`config.mk`:
```
export PLATFORM = sky130hd
export DESIGN_NAME = sync_fifo_param
export DESIGN_NICKNAME = d
export VERILOG_FILES = /design/src/rtl/sync_fifo_param.sv
export SDC_FILE = /design/constraint.sdc
export NUM_CORES = 1
export LEC_CHECK = 0
export ABC_AREA = 1
export ABC_CLOCK_PERIOD_IN_PS = 5010
export BUFFER_PORTS_ARGS = -buffer_cell sky130_fd_sc_hd__buf_4
export CAP_MARGIN = 5
export CORE_MARGIN = 2
export CORE_UTILIZATION = 40
export DETAILED_ROUTE_END_ITERATION = 16
export MAX_ROUTING_LAYER = met4
export PLACE_DENSITY = 0.69
export RECOVER_POWER = 25
export SYNTH_ARGS = -nofsm -noshare
export SYNTH_HDL_FRONTEND = slang
export SYNTH_SLANG_ARGS = --single-unit
```
`constraint.sdc`:
```
create_clock -name clk -period 5.01 [get_ports clk]
set_input_delay 0.2505 -clock clk [delete_from_list [all_inputs] [get_ports clk]]
set_output_delay 0.2505 -clock clk [all_outputs]
set_load 0.03 [all_outputs]
```
`src/rtl/sync_fifo_param.sv`:
```
// Parameterised single-clock FIFO with occupancy count, threshold flags and
// overflow/underflow pulses. Define FIFO_FWFT_EN for first-word fall-through reads.
module sync_fifo_param #(
    parameter int DATA_W    = 8,
    parameter int ADDR_W    = 3,
    parameter int AFULL_TH  = (2 ** ADDR_W) - 2,
    parameter int AEMPTY_TH = 1
) (
    input  logic              clk,
    input  logic              rst,
    input  logic              wrreq,
    input  logic [DATA_W-1:0] data_in,
    input  logic              rdreq,
    output logic [DATA_W-1:0] data_out,
    output logic              full,
    output logic              empty,
    output logic              almost_full,
    output logic              almost_empty,
    output logic [ADDR_W:0]   count,
    output logic              overflow,
    output logic              underflow
);

    localparam int DEPTH = 2 ** ADDR_W;

    localparam logic [ADDR_W:0]   PTR_ZERO  = {(ADDR_W+1){1'b0}};
    localparam logic [ADDR_W:0]   PTR_ONE   = {{ADDR_W{1'b0}}, 1'b1};
    localparam logic [ADDR_W:0]   DEPTH_C   = {1'b1, {ADDR_W{1'b0}}};
    localparam logic [ADDR_W:0]   AFULL_C   = AFULL_TH[ADDR_W:0];
    localparam logic [ADDR_W:0]   AEMPTY_C  = AEMPTY_TH[ADDR_W:0];
    localparam logic [DATA_W-1:0] DATA_ZERO = {DATA_W{1'b0}};

    logic [DATA_W-1:0] mem_r [DEPTH];
    logic [ADDR_W:0]   wr_ptr_r;
    logic [ADDR_W:0]   rd_ptr_r;
    logic [ADDR_W:0]   count_r;
    logic [ADDR_W:0]   count_next_s;
    logic              overflow_r;
    logic              underflow_r;

    logic              full_s;
    logic              empty_s;
    logic              almost_full_s;
    logic              almost_empty_s;
    logic              wr_accept_s;
    logic              rd_accept_s;
    logic [ADDR_W-1:0] wr_addr_s;
    logic [ADDR_W-1:0] rd_addr_s;

    // Status flags decoded from the registered occupancy.
    always_comb begin
        full_s         = (count_r == DEPTH_C);
        empty_s        = (count_r == PTR_ZERO);
        almost_full_s  = (count_r >= AFULL_C);
        almost_empty_s = (count_r <= AEMPTY_C);
    end

    // Request qualification; requests are ignored while reset is held low.
    always_comb begin
        wr_accept_s = rst & wrreq & ~full_s;
        rd_accept_s = rst & rdreq & ~empty_s;
        wr_addr_s   = wr_ptr_r[ADDR_W-1:0];
        rd_addr_s   = rd_ptr_r[ADDR_W-1:0];
    end

    // Occupancy update: a simultaneous accepted read and write cancel out.
    always_comb begin
        count_next_s = count_r;
        case ({wr_accept_s, rd_accept_s})
            2'b10:   count_next_s = count_r + PTR_ONE;
            2'b01:   count_next_s = count_r - PTR_ONE;
            default: count_next_s = count_r;
        endcase
    end

    // Pointers, count and error pulses; pointers carry an extra wrap bit.
    always_ff @(posedge clk) begin
        if (!rst) begin
            wr_ptr_r    <= PTR_ZERO;
            rd_ptr_r    <= PTR_ZERO;
            count_r     <= PTR_ZERO;
            overflow_r  <= 1'b0;
            underflow_r <= 1'b0;
        end else begin
            if (wr_accept_s) begin
                wr_ptr_r <= wr_ptr_r + PTR_ONE;
            end
            if (rd_accept_s) begin
                rd_ptr_r <= rd_ptr_r + PTR_ONE;
            end
            count_r     <= count_next_s;
            overflow_r  <= wrreq & full_s;
            underflow_r <= rdreq & empty_s;
        end
    end

    // Storage array; contents deliberately survive reset.
    always_ff @(posedge clk) begin
        if (wr_accept_s) begin
            mem_r[wr_addr_s] <= data_in;
        end
    end

`ifdef FIFO_FWFT_EN
    // Head word is shown directly; an accepted read simply advances the pointer.
    always_comb begin
        if (empty_s) begin
            data_out = DATA_ZERO;
        end else begin
            data_out = mem_r[rd_addr_s];
        end
    end
`else
    logic [DATA_W-1:0] data_out_r;

    // Registered read port: loads the head word on an accepted read, else holds.
    always_ff @(posedge clk) begin
        if (!rst) begin
            data_out_r <= DATA_ZERO;
        end else if (rd_accept_s) begin
            data_out_r <= mem_r[rd_addr_s];
        end
    end

    // Drive the read data from its register.
    always_comb begin
        data_out = data_out_r;
    end
`endif

    // Output mapping.
    always_comb begin
        full         = full_s;
        empty        = empty_s;
        almost_full  = almost_full_s;
        almost_empty = almost_empty_s;
        count        = count_r;
        overflow     = overflow_r;
        underflow    = underflow_r;
    end

endmodule

```
==> results.ini, run 1 <==
[place]
gp_congestion=0.922
dp_hpwl_um=5220
dp_slack_ps=2790
placed_area_mm2=0.00393
numPortBuffers=29

[global_route]
grt_pass1_vias=2403
track_usage_pct=16.6
grt_antenna_before_repair=0
gr-total-overflow=0
grt_pass1_wl_um=12100
grt_max_degree=35

[job]
drv_cap=0

[floorplan]
ios=30
die_height_um=99.9
chipWidth_um=99.9
fp.dieArea_mm2=0.00998
row_count=34
core_mm2=0.00881
start_util_pct=41.8

[timing]
setup_slack_ps=2770
fin_worst_skew_ps=10.7
rsz0062_at_grt=false
hold_ws_ps=179
final_max_slew_viol_count=0
max_clock_freq_mhz=447
worstMarginPinSlew_ps=1230
final-setup-viol-count=0
finalCritPeriodShare_pct=44.7
fin_crit_ps=2240
hold_violations=0
tns_ps=0
relSlewSlack_pct=17.9

[worst_setup_path]
path_class=flop to flop
critical-path-max-stage-delay_ps=1140
timing.rr.start=rd_ptr_r[0]
path_cells=inv_4 -> nand2_1 -> nand3_1 -> nand3_1 -> nand3_1 -> a21oi_1
cp_max_fo=34
cp_common_cell=nand3_1
rrSetupSlack_ps=2770
endpoint_kind=flop
crit_arrival_ps=2520
rr_worst_depth=6
required_ps=5290
worst_setup_path_start_kind=flop
reg2reg_to=data_out[4]
cp_slowest_cell=dfxtp_1

[clock_tree]
post_cts_buffers=0
clk_pin_slew_worst_paths_ps=80
cts_tree=yes
cts_buffers=9
cts_root_buf=clkbuf_8
ctsResizeCount=0
cts_hold_buf=0
cts_buffer_depth=2
clock_latency_ps=350
clock_sinks=84
htree_num_levels=3

[min_path]
holdPathStages=3
min-delay-path-class=input pin to flop
min_to=underflow
hp-start=rdreq

[yosys]
ys_seq_area_share_pct=63.2
yosys_warnings=0
synth_area_leaders=edfxtp_1 52%, dfxtp_1 11%, nand2_1 10%, nand3_1 6.8%, inv_1 6.0%
syn_inst=376
syn-num-nets=395
ys_ff_latch=84
synth.top_cell.area_share_pct=52.3
synth_top_cell_by_area=edfxtp_1
synth_area_mm2=0.00368
ys_types=24
syn_area_per_cell_um2=9.78

[power]
intPower_w=0.00110
p_sw_w=0.000360
switching_share_pct=24.7
clockPowerShare_pct=34.6
cellPowerDensity_mw_per_mm2=354
fin_total_pwr_w=0.00146
leakage_nw=1.73
peakVddDrop_mv=0.115
comb_power_share_pct=11.5
seq_power_share_pct=53.9

[finish]
nNetsFinal=421
layout-drive-gt1-share_pct=11.8
fin_area_mm2=0.00411
area_growth_pct=11.9
diodes=0

[detailed_routing]
totalWireLength_um=7480
post_drt_via_cell_ratio=4.88
vias=2513
wl_per_cell_um=14.5
post-route-drc-count=0
drtIter0Drc=200
drt-pass1-iter-count=5
drtAntennaViolNets=0

[outcome]
status=completed

metrics by stage:
stage	cells	util (%)
final	515	46.7
after global routing	515	46.7
after CTS	515	47.1
after detailed placement	499	44.6
after global placement	499	44.6
after floorplan	376	-
area by class of cell:
cell class	instances	area [µm²]
clock buffer	9	124
clock inverter	7	88.8
fill	810	4690
inverter	67	254
multi-input combinational	211	1000
sequential	84	2320
tap	108	135
timing repair buffer	29	188
cells in the mapped netlist (all sizes together):
cell type / number
inv: 66
nand2: 102
clkbuf: 1
ha: 7
buf: 13
clkinv: 1
nor2: 21
edfxtp: 64
nand3: 51
xor2: 1
o21ai: 9
nor3: 3
a21oi: 15
dfxtp: 20
nand4: 2
cell usage in the layout, fill, tap and decap left out:
master | synthesis | layout
a21oi_1 | 15 | 15
buf_4 | 4 | 21
bufinv_16 | 0 | 2
clkbuf_1 | 0 | 8
clkbuf_8 | 0 | 9
clkinv_1 | 1 | 3
clkinv_2 | 0 | 1
clkinvlp_4 | 0 | 1
dfxtp_1 | 20 | 20
edfxtp_1 | 64 | 64
ha_1 | 7 | 7
inv_1 | 59 | 59
inv_2 | 6 | 6
inv_4 | 1 | 1
inv_6 | 0 | 1
nand2_1 | 101 | 101
nand2_4 | 1 | 1
nand3_1 | 50 | 50
nand3_4 | 1 | 1
nand4_1 | 2 | 2
nor2_1 | 18 | 18
nor2_2 | 1 | 1
nor2_4 | 2 | 2
nor3_1 | 3 | 3
o21ai_0 | 8 | 8
o21ai_2 | 1 | 1
xor2_1 | 1 | 1
critical path, delay by kind of cell (launching register included):
kind | cells | cell delay, ps
compound gates | 1 | 130
flops | 1 | 1140
buf+inv | 1 | 350
simple gates | 4 | 540
layer usage:
layer	up-vias	part of all wire (%)	track usage, %	routed length, µm
met4	0	1.8	6.11	136
li1	1257	-	-	-
met1	1168	47	22.3	3500
met5	-	0	-	0
met3	10	5.8	3.83	435
met2	78	46	24.7	3400
worst max-delay path by stage:
| stage | from | end |
|---|---|---|
| 6_report | rd_ptr_r[0] | data_out[4] |
| 5_1_grt | count[1] | count[3] |
| 4_1_cts | count[1] | mem_r[3][6] |
| 3_5_place_dp | count[1] | mem_r[3][1] |
| 3_3_place_gp | rd_ptr_r[0] | data_out[4] |
| 2_1_floorplan | count[0] | count[3] |
cell families after synthesis:
group	count (synthesis)	share of synthesized area (%)
buf+inv	81	9.59
compound gates	24	3.37
xor+xnor	1	0.238
flops	84	63.2
simple gates	179	21.3
fa+ha+maj	7	2.38
sequential cells by signal (all words and copies together) (netlist names):
name and flops:
mem_r 64, wr_ptr_r 3, count 4, rd_ptr_r 3, overflow 1, data_out 8
underflow 1
power groups by stage:
stage / clock, W / sequential [W] / combinational [W]
2_1_floorplan: 0 / 0.000805 / 0.000112
3_3_place_gp: 0 / 0.000800 / 0.000168
3_5_place_dp: 0 / 0.000801 / 0.000170
4_1_cts: 0.000515 / 0.000785 / 0.000170
5_1_grt: 0.000547 / 0.000788 / 0.000186
6_report: 0.000504 / 0.000785 / 0.000167
(Power assumes the default switching activity.)
==> run 2, diff against run 1 <==
ABC_AREA = 0   (was 1)
ABC_CLOCK_PERIOD_IN_PS = 2200   (was 5010)
clock period = 2.2 ns   (was 5.01 ns; I/O delays follow)
==> run 2 against run 1 <==
Fmax up 7.9%. Area after synthesis down 7.8%. Die area down 7.5%. Sequential share of layout area down 0.16 points. Critical path type unchanged. Critical endpoint is now count[3]. Largest cell class unchanged. Largest power group unchanged.
==> results.ini, run 2 <==
[power]
p_sw_w=0.000785  ; was 0.000360 W
cellPowerDensity_mw_per_mm2=810  ; was 354 mW/mm²
intPower_w=0.00257  ; was 0.00110 W
comb_power_share_pct=12.8  ; was 11.5%
peakVddDrop_mv=0.495  ; was 0.115 mV
switching_share_pct=23.4  ; was 24.7%
clockPowerShare_pct=34.3  ; was 34.6%
leakage_nw=1.43  ; was 1.73 nW
seq_power_share_pct=52.9  ; was 53.9%

[timing]
hold_violations=0  ; unchanged
rsz0062_at_grt=false  ; unchanged
relSlewSlack_pct=73.8  ; was 17.9%
max_clock_freq_mhz=482  ; was 447 MHz
tns_ps=0  ; unchanged
fin_crit_ps=2070  ; was 2240 ps
final-setup-viol-count=0  ; unchanged
finalCritPeriodShare_pct=94.3  ; was 44.7%
fin_worst_skew_ps=9.27  ; was 10.7 ps
hold_ws_ps=39.7  ; was 179 ps
worstMarginPinSlew_ps=393  ; was 1230 ps
final_max_slew_viol_count=0  ; unchanged

[worst_setup_path]
required_ps=2450  ; was 5290 ps
reg2reg_to=count[3]  ; was data_out[4]
critical-path-max-stage-delay_ps=460  ; was 1140 ps
critical_path_depth=9  ; was 6
worstSetupEndpoint=count[3]  ; was data_out[4]
path_class=flop to flop  ; unchanged
worst_setup_path_start_kind=flop  ; unchanged
endpoint_kind=flop  ; unchanged
path_cells=inv_1 -> ha_2 -> or3b_4 -> and2_4 -> ha_4 -> or4b_1 -> a21oi_2 -> xor2_1 -> and2_1  ; was inv_4 -> nand2_1 -> nand3_1 -> nand3_1 -> nand3_1 -> a21oi_1
timing.rr.start=count[0]  ; was rd_ptr_r[0]
rrSetupSlack_ps=130  ; was 2770 ps
startpoint=count[0]  ; was rd_ptr_r[0]
crit_buf_inv=1  ; unchanged
rr_worst_depth=9  ; was 6
cp_max_fo=5  ; was 34
crit_arrival_ps=2330  ; was 2520 ps
cp_slowest_cell=or4b_1  ; was dfxtp_1
critPathTopFamily=simple AND/OR/NAND/NOR gates  ; was flip-flops

[global_route]
gr-usage-met2_pct=26.0  ; was 24.7%
grt_antenna_before_repair=0  ; unchanged
gr-max-usage-layer=met2  ; unchanged
use_met1_pct=20.7  ; was 22.3%
met3_usage_pct=3.37  ; was 3.83%
gr-total-overflow=0  ; unchanged
grt_max_degree=43  ; was 35
grt_pass1_vias=2030  ; was 2403
track_usage_pct=16.4  ; was 16.6%
grt_pass1_wl_um=10500  ; was 12100 µm

[finish]
diodes=0  ; unchanged
mostFrequentLayoutCell=edfxtp_1  ; was nand2_1
stdcell_count=396  ; was 515
largest-register=mem_r  ; unchanged
regArea_mm2=0.00233  ; was 0.00232 mm²
area_growth_pct=22.1  ; was 11.9%
multi_input_area_mm2=0.00101  ; was 0.00100 mm²
fin_area_mm2=0.00414  ; was 0.00411 mm²
layout-drive-gt1-share_pct=23.4  ; was 11.8%
fill_cells=691  ; was 810
final_cell_mix=64 x edfxtp_1, 45 x buf_4, 25 x mux2i_1  ; was 101 x nand2_1, 64 x edfxtp_1, 59 x inv_1
largest_register_ffs=64  ; unchanged
nNetsFinal=305  ; was 421

[floorplan]
fp.dieArea_mm2=0.00923  ; was 0.00998 mm²
core_mm2=0.00822  ; was 0.00881 mm²
die_height_um=96.1  ; was 99.9 µm
row_count=33  ; was 34
chipWidth_um=96.1  ; was 99.9 µm
ios=30  ; unchanged
start_util_pct=41.3  ; was 41.8%

[clock_tree]
clock_sinks=84  ; unchanged
cts_tree=yes  ; unchanged
clk_pin_slew_worst_paths_ps=80  ; about the same
cts_buffer_depth=2  ; unchanged
cts_root_buf=clkbuf_8  ; unchanged
clock_latency_ps=350  ; about the same
htree_num_levels=3  ; unchanged
cts_buffers=9  ; unchanged

[yosys]
ys_seq_area_share_pct=68.5  ; was 63.2%
synth_most_common_cell=edfxtp_1  ; was nand2_1
synth_area_leaders=edfxtp_1 57%, dfxtp_1 12%, mux2i_1 7.4%, ha_1 2.6%, a32o_1 2.4%  ; was edfxtp_1 52%, dfxtp_1 11%, nand2_1 10%, nand3_1 6.8%, inv_1 6.0%
synth_area_mm2=0.00339  ; was 0.00368 mm²
synth_ff_type=edfxtp_1  ; unchanged
yosys_warnings=0  ; unchanged
ys_ff_latch=84  ; unchanged
syn_inst=228  ; was 376
synth_top_cell_by_area=edfxtp_1  ; unchanged
synth_edf_count=64  ; unchanged
ys_types=36  ; was 24
synth.top_cell.area_share_pct=56.7  ; was 52.3%
syn_area_per_cell_um2=14.9  ; was 9.78 µm²
synth_commonest_cells=64 x edfxtp_1, 25 x mux2i_1, 20 x dfxtp_1  ; was 101 x nand2_1, 64 x edfxtp_1, 59 x inv_1
syn-num-nets=247  ; was 395
ys_async_sr_fraction_pct=0  ; unchanged

[detailed_routing]
post-route-drc-count=0  ; unchanged
drtIter0Drc=173  ; was 200
drt-pass1-iter-count=5  ; unchanged
post_drt_via_cell_ratio=5.28  ; was 4.88
wl_per_cell_um=17.1  ; was 14.5 µm
drtAntennaViolNets=0  ; unchanged
totalWireLength_um=6750  ; was 7480 µm
vias=2090  ; was 2513

[job]
drv_cap=0  ; unchanged

[place]
numPortBuffers=29  ; unchanged
dp_hpwl_um=4330  ; was 5220 µm
placed_area_mm2=0.00389  ; was 0.00393 mm²
gp_congestion=0.827  ; was 0.922
dp.cells=373  ; was 499

[outcome]
status=completed  ; unchanged

[min_path]
min-delay-path-class=input pin to flop  ; unchanged
holdPathStages=2  ; was 3

[run 2: cell types whose count changed after synthesis, sizes merged, moves of 9 or more]
cell / before / now
nor2: 21 / 5
nor2b: 0 / 10
and2: 0 / 9
a21oi: 15 / 1
inv: 66 / 5
mux2i: 0 / 25
nand2: 102 / 4
nand3: 51 / 3
[run 2: kinds of logic (layout without fill, tap and decap cells)]
family                   after synthesis  in the layout  share of synthesized area, %
XOR/XNOR                               7              7                          1.81
AO/OA/AOI/OAI                         40             40                          8.93
multiplexers                          25             25                          7.38
buffers and inverters                 16             79                          2.32
AND/OR/NAND/NOR                       49             49                          8.52
flip-flops                            84             84                          68.5
adder cells (fa/ha/maj)                7              7                          2.58
[run 2: power groups by stage]
stage | logic [W] | clock network (W) | registers, W
2_1_floorplan | 0.000217 | 0 | 0.00186
3_3_place_gp | 0.000412 | 0 | 0.00181
3_5_place_dp | 0.000419 | 0 | 0.00181
4_1_cts | 0.000429 | 0.00116 | 0.00177
5_1_grt | 0.000465 | 0.00123 | 0.00178
6_report | 0.000430 | 0.00115 | 0.00177
[run 2: per-stage QoR]
stage          power [W]  utilization, %  setup WS (ps)
2_1_floorplan    0.00207               -           -111
6_report         0.00336            50.4            125
4_1_cts          0.00337            50.6           54.8
3_5_place_dp     0.00223            47.3           66.4
5_1_grt          0.00348            50.4           15.1
3_3_place_gp     0.00222            47.3            117
[run 2: layer usage]
metal,up-vias,routed length (µm)
met5,-,0
met4,0,95
li1,993,-
met3,10,366
met2,49,3350
met1,1038,2940
[run 2: what timing repair did]
action                                  CTS  global route
setup buffers                             0             1
resized for setup                         0             1
hold endpoints to repair                 48             0
endpoints found under the setup margin    0             1
hold buffers                              6             0
[run 2: final cells by class]
type                            instances  area share, %
Clock buffer                           11           3.17
Clock inverter                          5           1.84
Inverter                                5          0.453
Multi-Input combinational cell        128           24.4
Sequential cell                        84           56.3
Tap cell                              105           3.17
Timing Repair Buffer                   58           10.6
[run 2: worst reg2reg max path, delay by kind of cell, from the launching register on]
kind | cells | cell delay, ps
buf+inv | 1 | 50
fa+ha+maj | 2 | 340
compound gates | 1 | 140
xor+xnor | 1 | 70
flops | 1 | 350
simple gates | 4 | 1020
[run 2: how the worst min path moves through the flow]
stage / start / endpoint / slack (ps)
global placement: data_in[4] / mem_r[1][4] / 340
floorplan: data_in[0] / mem_r[0][0] / 210
global route: wrreq / overflow / 40
CTS: data_in[0] / mem_r[2][0] / 1
detailed placement: data_in[5] / mem_r[1][5] / 350
finish: wrreq / overflow / 40
==> run 3, diff against run 2 <==
ABC_AREA = 1   (was 0)
==> run 3 against run 2 <==
Critical path depth up 3. Total power grew 3.9%. Largest power group unchanged. Clock-buffer cell count fell by 1. Non-clock buffer count shrank 9. Clock power increased by 13%. Largest cell class unchanged. Combinational power fell by 2%. Sequential cell count unchanged. Die area is 8.1% higher. Register-to-register slack improved by 20 ps. Global-route usage rose by 0.24 points. First-iteration DRC count decreased by 10%. Highest routed layer unchanged.
==> results.ini, run 3 (synthesis results as in run 1) <==
[worst_setup_path]
reg2reg_to=count[3]  ; unchanged
cp_max_fo=7  ; was 5
startpoint=count[1]  ; was count[0]
rrSetupSlack_ps=150  ; was 130 ps
crit_arrival_ps=2350  ; was 2330 ps
endpoint_kind=flop  ; unchanged
rr_worst_depth=12  ; was 9
worstSetupEndpoint=count[3]  ; unchanged
worst_setup_path_start_kind=flop  ; unchanged
timing.rr.start=count[1]  ; was count[0]
required_ps=2500  ; was 2450 ps
path_class=flop to flop  ; unchanged

[place]
numPortBuffers=29  ; unchanged
gp_congestion=0.806  ; was 0.827
dp_slack_ps=96.1  ; was 66.4 ps
placed_area_mm2=0.00402  ; was 0.00389 mm²
dp_hpwl_um=4670  ; was 4330 µm

[timing]
worstMarginPinSlew_ps=363  ; was 393 ps
fin_worst_skew_ps=8.64  ; was 9.27 ps
tns_ps=0  ; unchanged
setup_slack_ps=147  ; was 125 ps
final-setup-viol-count=0  ; unchanged
max_clock_freq_mhz=487  ; was 482 MHz
final_max_slew_viol_count=0  ; unchanged
relSlewSlack_pct=75.8  ; was 73.8%
finalCritPeriodShare_pct=93.3  ; was 94.3%
fin_crit_ps=2050  ; was 2070 ps
hold_violations=0  ; unchanged
hold_ws_ps=16.5  ; was 39.7 ps

[floorplan]
start_util_pct=41.8  ; was 41.3%
core_mm2=0.00881  ; was 0.00822 mm²
die_height_um=99.9  ; was 96.1 µm
fp.dieArea_mm2=0.00998  ; was 0.00923 mm²
chipWidth_um=99.9  ; was 96.1 µm
row_count=34  ; was 33
ios=30  ; unchanged

[global_route]
grt_pass1_wl_um=12200  ; was 10500 µm
gr-total-overflow=0  ; unchanged
grt_antenna_before_repair=0  ; unchanged
track_usage_pct=16.6  ; was 16.4%
grt_max_degree=35  ; was 43
grt_pass1_vias=2491  ; was 2030

[detailed_routing]
totalWireLength_um=7400  ; was 6750 µm
drtIter0Drc=155  ; was 173
post-route-drc-count=0  ; unchanged
drtAntennaViolNets=0  ; unchanged
drt-pass1-iter-count=4  ; was 5
vias=2583  ; was 2090
post_drt_via_cell_ratio=4.83  ; was 5.28
wl_per_cell_um=13.8  ; was 17.1 µm

[finish]
fin_area_mm2=0.00433  ; was 0.00414 mm²
nNetsFinal=441  ; was 305
largest_register_ffs=64  ; unchanged
fill_cells=818  ; was 691
area_growth_pct=17.7  ; was 22.1%
diodes=0  ; unchanged
layout-drive-gt1-share_pct=16.2  ; was 23.4%
largest-register=mem_r  ; unchanged
mostFrequentLayoutCell=nand2_1  ; was edfxtp_1
final_cell_mix=101 x nand2_1, 64 x edfxtp_1, 58 x inv_1  ; was 64 x edfxtp_1, 45 x buf_4, 25 x mux2i_1

[clock_tree]
clock_latency_ps=360  ; was 350 ps
cts_root_buf=clkbuf_8  ; unchanged
cts_buffer_depth=2  ; unchanged
cts_buffers=9  ; unchanged
clk_pin_slew_worst_paths_ps=80  ; about the same
cts_tree=yes  ; unchanged
clock_sinks=84  ; unchanged
htree_num_levels=3  ; unchanged

[min_path]
min-delay-path-class=input pin to flop  ; unchanged

[power]
leakage_nw=1.85  ; was 1.43 nW
cellPowerDensity_mw_per_mm2=805  ; was 810 mW/mm²
peakVddDrop_mv=0.306  ; was 0.495 mV

[outcome]
status=completed  ; unchanged

[job]
drv_cap=0  ; unchanged

-- run 3: changes by cell type in the layout (fill, tap and decap cells not counted), moves of 10 or more --
| cell | before | now |
|---|---|---|
| nand2_1 | 4 | 101 |
| inv_1 | 5 | 58 |
| nand3_1 | 3 | 50 |
| mux2i_1 | 25 | 0 |
| a21oi_1 | 0 | 15 |
| nor2_1 | 5 | 17 |
| buf_4 | 45 | 35 |
| nor2b_1 | 10 | 0 |
-- run 3: metal layers --
| layer | vias up | routed length, µm | global-route usage, % |
|---|---|---|---|
| met4 | 0 | 158 | 5.37 |
| met3 | 11 | 571 | 5.01 |
| met5 | - | 0 | - |
| met2 | 79 | 3480 | 25.9 |
| met1 | 1192 | 3190 | 21.0 |
| li1 | 1301 | - | - |
-- run 3: area by class of cell --
class	count	area, µm²	area share, %
clock inverters	6	113	2.60
inverters	67	254	5.87
well taps	108	135	3.12
multi-input cells	211	1010	23.3
repair buffers	49	365	8.44
clock buffers	10	128	2.95
flip-flops and latches	84	2320	53.7
-- run 3: worst max-delay path, cell delays in order (launching register included) --
cell and delay, ps:
dfxtp_2 360, inv_1 100, ha_2 230, nand3_1 170
inv_2 130, nor2_4 40, inv_2 120, ha_2 320
nor2_2 150, nand4_1 100, nand2_1 90, o21ai_0 70
a21oi_1 120
-- run 3: how the worst min path moves through the flow --
stage / startpoint / to / cells past startpoint
floorplan: data_in[0] / mem_r[0][0] / 0
global placement: data_in[6] / mem_r[2][6] / 1
detailed placement: data_in[0] / mem_r[6][0] / 1
CTS: rdreq / underflow / 3
global route: rdreq / underflow / 3
finish: rdreq / underflow / 3
-- run 3: per-stage QoR --
| step | utilization, % | cells | power (W) |
|---|---|---|---|
| 3_3_place_gp | 45.7 | 511 | 0.00220 |
| 6_report | 49.2 | 535 | 0.00349 |
| 2_1_floorplan | - | 376 | 0.00209 |
| 4_1_cts | 49.3 | 535 | 0.00351 |
| 3_5_place_dp | 45.7 | 511 | 0.00221 |
| 5_1_grt | 49.2 | 535 | 0.00362 |
-- run 3: repair_timing --
item,4_1_cts,5_1_grt
hold buffers,8,0
gates resized for setup,0,4
buffers inserted,0,0
hold endpoints to repair,59,0
endpoints found under the setup margin,0,1
-- run 3: report_power, final --
part | switching [W] | internal (W) | leakage, nW | total (W)
Combinational | 0.000277 | 0.000145 | 0.985 | 0.000422
Sequential | 0.0000237 | 0.00174 | 0.742 | 0.00177
Clock | 0.000542 | 0.000756 | 0.120 | 0.00130
Total | 0.000843 | 0.00264 | 1.85 | 0.00349
